===== src/rtl/lif_post_neuron_if.sv =====
// lif_post_neuron_if: current/tick inputs and spike/state outputs of the postsynaptic neuron
interface lif_post_neuron_if #(parameter int WIDTH = 32);
  logic signed [WIDTH-1:0] current_in;
  logic                    current_valid;
  logic                    tick;
  logic                    spike_out;
  logic [7:0]              spike_addr;
  logic signed [WIDTH-1:0] membrane;
  logic                    refractory;
  logic [15:0]             spike_count;
  modport master (
    output current_in, current_valid, tick,
    input  spike_out, spike_addr, membrane, refractory, spike_count
  );
  modport slave (
    input  current_in, current_valid, tick,
    output spike_out, spike_addr, membrane, refractory, spike_count
  );
endinterface


===== src/rtl/lif_post_neuron.sv =====
// lif_post_neuron: leaky integrate-and-fire neuron with saturating membrane and refractory hold-off
module lif_post_neuron #(
  parameter int                      WIDTH         = 32,
  parameter logic signed [WIDTH-1:0] THRESHOLD     = 1000,
  parameter int                      LEAK_SHIFT    = 4,
  parameter logic signed [WIDTH-1:0] V_RESET       = 0,
  parameter int                      REFRACT_TICKS = 3,
  parameter logic [7:0]              NEURON_ADDR   = 8'd1
) (
  input logic             clk,
  input logic             rst_n,
  lif_post_neuron_if.slave bus
);
  typedef enum logic [1:0] {INTEGRATE, FIRE, REFRACT} state_t;
  localparam logic signed [WIDTH-1:0] MAX_V = {1'b0, {(WIDTH-1){1'b1}}};
  localparam logic signed [WIDTH-1:0] MIN_V = {1'b1, {(WIDTH-1){1'b0}}};
  state_t                  state;
  logic signed [WIDTH-1:0] v;
  logic signed [WIDTH-1:0] base;
  logic signed [WIDTH-1:0] addend;
  logic signed [WIDTH:0]   wide;
  logic signed [WIDTH-1:0] vn;
  logic [7:0]              cnt;
  logic                    spike;
  logic [7:0]              addr;
  logic                    refr;
  logic [15:0]             count;
  // Next potential: leak only on a tick (never overflows), then a saturating add of the current
  always_comb begin
    base   = bus.tick ? v - (v >>> LEAK_SHIFT) : v;
    addend = bus.current_valid ? bus.current_in : '0;
    wide   = {base[WIDTH-1], base} + {addend[WIDTH-1], addend};
    vn     = (wide[WIDTH] != wide[WIDTH-1]) ? (wide[WIDTH] ? MIN_V : MAX_V) : wide[WIDTH-1:0];
  end
  // Neuron FSM: integrate/leak, one-cycle fire, then tick-counted refractory hold-off
  always_ff @(posedge clk or negedge rst_n) begin
    if (!rst_n) begin
      state <= INTEGRATE;
      v     <= V_RESET;
      cnt   <= '0;
      spike <= 1'b0;
      addr  <= '0;
      refr  <= 1'b0;
      count <= '0;
    end else begin
      spike <= 1'b0;
      addr  <= '0;
      case (state)
        INTEGRATE: begin
          if (bus.tick) begin
            v <= vn;
            if (vn >= THRESHOLD) begin
              state <= FIRE;
              spike <= 1'b1;
              addr  <= NEURON_ADDR;
              count <= count + 16'd1;
            end
          end else if (bus.current_valid) v <= vn;
        end
        FIRE: begin
          v     <= V_RESET;
          cnt   <= 8'(REFRACT_TICKS);
          refr  <= REFRACT_TICKS != 0;
          state <= REFRACT_TICKS != 0 ? REFRACT : INTEGRATE;
        end
        REFRACT: begin
          if (bus.tick) begin
            cnt <= cnt - 8'd1;
            if (cnt == 8'd1) begin
              state <= INTEGRATE;
              refr  <= 1'b0;
            end
          end
        end
        default: state <= INTEGRATE;
      endcase
    end
  end
  assign bus.membrane    = v;
  assign bus.spike_out   = spike;
  assign bus.spike_addr  = addr;
  assign bus.refractory  = refr;
  assign bus.spike_count = count;
endmodule


===== src/flat_wrapper.sv =====
// flat-port wrapper written by rule: the top's interface ports become plain ports
module lif_post_neuron_flat 
#(
  parameter int                      WIDTH         = 32,
  parameter logic signed [WIDTH-1:0] THRESHOLD     = 1000,
  parameter int                      LEAK_SHIFT    = 4,
  parameter logic signed [WIDTH-1:0] V_RESET       = 0,
  parameter int                      REFRACT_TICKS = 3,
  parameter logic [7:0]              NEURON_ADDR   = 8'd1
)
  (clk, rst_n, bus_current_in, bus_current_valid, bus_tick, bus_spike_out, bus_spike_addr, bus_membrane, bus_refractory, bus_spike_count);
  lif_post_neuron_if #(.WIDTH(WIDTH)) bus_i ();
  input logic clk;
  input logic rst_n;
  input wire logic [$bits(bus_i.current_in)-1:0] bus_current_in;
  input wire logic [$bits(bus_i.current_valid)-1:0] bus_current_valid;
  input wire logic [$bits(bus_i.tick)-1:0] bus_tick;
  output wire logic [$bits(bus_i.spike_out)-1:0] bus_spike_out;
  output wire logic [$bits(bus_i.spike_addr)-1:0] bus_spike_addr;
  output wire logic [$bits(bus_i.membrane)-1:0] bus_membrane;
  output wire logic [$bits(bus_i.refractory)-1:0] bus_refractory;
  output wire logic [$bits(bus_i.spike_count)-1:0] bus_spike_count;
  assign bus_i.current_in = bus_current_in;
  assign bus_i.current_valid = bus_current_valid;
  assign bus_i.tick = bus_tick;
  assign bus_spike_out = bus_i.spike_out;
  assign bus_spike_addr = bus_i.spike_addr;
  assign bus_membrane = bus_i.membrane;
  assign bus_refractory = bus_i.refractory;
  assign bus_spike_count = bus_i.spike_count;
  lif_post_neuron #(.WIDTH(WIDTH), .THRESHOLD(THRESHOLD), .LEAK_SHIFT(LEAK_SHIFT), .V_RESET(V_RESET), .REFRACT_TICKS(REFRACT_TICKS), .NEURON_ADDR(NEURON_ADDR)) u_core (.clk(clk), .rst_n(rst_n), .bus(bus_i));
endmodule

===== config.mk =====
export PLATFORM = sky130hd
export DESIGN_NAME = lif_post_neuron_flat
export DESIGN_NICKNAME = d
export VERILOG_FILES = /design/src/rtl/lif_post_neuron_if.sv /design/src/rtl/lif_post_neuron.sv /design/src/flat_wrapper.sv
export SDC_FILE = /design/constraint.sdc
export NUM_CORES = 1
export LEC_CHECK = 0
export CAP_MARGIN = 20
export CORE_MARGIN = 8
export CORE_UTILIZATION = 30
export DETAILED_ROUTE_END_ITERATION = 7
export PLACE_DENSITY_LB_ADDON = 0.15
export SLEW_MARGIN = 20
export SYNTH_ARGS = -nofsm -noshare
export SYNTH_HDL_FRONTEND = slang
export SYNTH_SLANG_ARGS = --single-unit
export TNS_END_PERCENT = 5

===== constraint.sdc =====
create_clock -name clk -period 18.7 [get_ports clk]
set_input_delay 3.74 -clock clk [delete_from_list [all_inputs] [get_ports clk]]
set_output_delay 3.74 -clock clk [all_outputs]
set_load 0.02 [all_outputs]

==> out/qor.yml <==
status: "finished, final reports clean"
vias: 6432
max_freq_mhz: 118
ys_types: 74
antenna_found_initial: 0
wl_per_cell_um: 17.5
min_from: "u_core.bus.spike_count[15]"
boundaryPins: 94
ys_top_cells_by_area: "dfrtp_1, ha_1, o21ai_0, a21oi_1, xnor2_1"
end_kind: "flop"
first_iter_violations: 444
ys_ff_latch: 60
dpl.hpwl_mm: 17.6
start_kind: "input port"
finalCritPeriodShare_pct: 45.3
r2r_start: "u_core.bus.membrane[5]"
hold_path_class: "reg -> reg"
period_minus_slack_ps: 8470
syn_avg_cell_area_um2: 7.82
drive_gt1_share_pct: 5.58
start_util_pct: 30.4
core_area_um2: 22600
final_area_um2: 8220
dieHeight_um: 167
clock_skew_ps: 8.79
tightest_slew_ps: 1070
max_slew_margin_pct: 28.5
crit_type: "in -> reg"
synth_area_leader_cell: "dfrtp_1"
synthFlopType: "dfrtp_1"
post_cts.repair.setup_buffers: 0
synth-async-reset-ratio_pct: 100
syn_area_um2: 6870
cap_violations: 0
grt_pass1_vias: 6297
placed_area_um2: 7930
finalHoldViolCount: 0
die-width_um: 167
rsz0062_at_grt: "false"
clock_sinks: 60
syn_inst: 879
grt_max_degree: 65
yosysSeqAreaShare_pct: 21.8
via_per_inst: 5.21
yosysMostFrequentCell: "nand2_1"
synth-edff-count: 0
root_buffer: "clkbuf_16"
clock_path_buffers: 2
ctsResizeCount: 0
clock_latency_ps: 320
grt_overflow: 0
path_clk_slew_ps: 50
cp_data_required_time_ps: 18910
dp_slack_ps: 9170
critPathMaxFanout: 64
wirelength_mm: 21.7
fin_nets: 1050
synth_top_area_share_pct: 21.8
drc: 0
rows: 55
cts_tree: "done"
dr.pass1.iters: 5
grt_pass1_wl_mm: 34.5
die-area_um2: 28000
final_util_pct: 36.4
cp.arrival_ps: 8680
area_growth_pct: 19.6
port_buffers: 86
synthTopCellsByCount: "nand2_1, o21ai_0, a21oi_1, ha_1, dfrtp_1"
crit_start: "bus_tick"
postRouteAntennaNets: 0
postCtsHoldBufs: 0
layout_setup_ws_ps: 10230
gp_congestion: 0.879
cts_buffers: 9
drv_slew: 0
setup_viol: 0
synth_warnings: 0
htreeDepth: 3
n_antenna_cell: 0
finalSetupTns_ps: 0
grt.total_usage_pct: 15.1
==> per-layer routing <==
layer | vias to the layer above | wire length (µm) | track usage [%] | share of wire (%)
li1 | 3283 | - | - | -
met1 | 3002 | 11000 | 21.7 | 51
met2 | 128 | 9670 | 23.7 | 45
met3 | 19 | 709 | 1.41 | 3.3
met4 | 0 | 330 | 4.31 | 1.5
met5 | - | 0 | 0 | 0
==> path summary, 6_finish.rpt <==
kind	depth (start not counted)	endpoint	slack, ps
worst min register to register	1	u_core.bus.spike_count[15]	470
worst max-delay path	15	u_core.bus.spike_count[1]	10230
worst max register to register	25	u_core.bus.spike_count[1]	10500
max in group asynchronous	2	u_core.bus.membrane[23]	14590
min in group asynchronous	2	u_core.state[1]	3590
worst min-delay path	1	u_core.bus.spike_count[15]	470
==> flip-flops by register name (all words and copies together), names as in the netlist <==
register,cells
u_core.bus.membrane,32
u_core.bus.spike_count,16
u_core.cnt,8
u_core.state,2
u_core.bus.refractory,1
u_core.bus.spike_addr,1
==> kinds of logic (layout without fill, tap and decap cells) <==
group                    Yosys count  count (layout)  synth area share (%)
multiplexers                      14              14                  2.15
buffers and inverters             91             156                  5.70
adder cells (fa/ha/maj)           69              69                  12.8
flip-flops                        60              60                  21.8
other                              1               7                0.0546
AND/OR/NAND/NOR                  289             289                  21.8
XOR/XNOR                          70              70                  8.92
AO/OA/AOI/OAI                    285             285                  26.7
==> critical path, stage by stage <==
cell and delay, ps:
buf_2 80, buf_4 530, o21ai_0 420, ha_1 540, nand2_1 180, o21ai_1 170, nor4_1 380, o211ai_1 150
o21bai_1 320, nand2b_1 180, mux2i_2 630, nor2_1 140, and3_1 260, a31oi_4 530, mux2_2 400
==> cell type report <==
class / instances / area [µm²]
Fill cell: 2419 / 14400
Multi-Input combinational cell: 734 / 5010
Sequential cell: 60 / 1500
Timing Repair Buffer: 90 / 876
Tap cell: 285 / 357
Clock buffer: 11 / 233
Inverter: 50 / 188
Clock inverter: 5 / 52.6
==> metrics by stage <==
step                      std cells  hold slack, ps
after floorplan                 885             457
after global placement         1219             467
after detailed placement       1219             465
after CTS                      1235             472
after global routing           1235             490
final                          1235             474
==> cells in the final DEF (no fill, tap or decap), types with 3 or more instances in the layout <==
master,count
o21ai_0,82
inv_1,49
buf_2,3
mux2i_1,7
nand4_1,14
dfrtp_1,60
xnor2_1,42
a2111oi_0,4
nand3_1,16
a21boi_0,3
o211ai_1,6
a22o_1,15
nor2b_1,9
o21a_1,6
nand2b_1,7
and2_1,42
mux2_2,6
a32o_1,3
nand3_2,7
conb_1,7
clkbuf_16,9
a21o_1,26
clkinv_2,3
nand2_1,85
a21oi_1,81
o21bai_1,10
and3_1,12
or3_1,4
o311ai_0,3
o31ai_1,3
xor2_1,28
ha_1,67
a211oi_1,10
a211o_1,3
nor4_1,6
clkdlybuf4s50_1,83
a31oi_1,6
buf_4,4
nor2_1,52
nor3_1,20
Power is not shown: default switching activity piles up to over one toggle a cycle in this logic, so the estimate is an artifact.
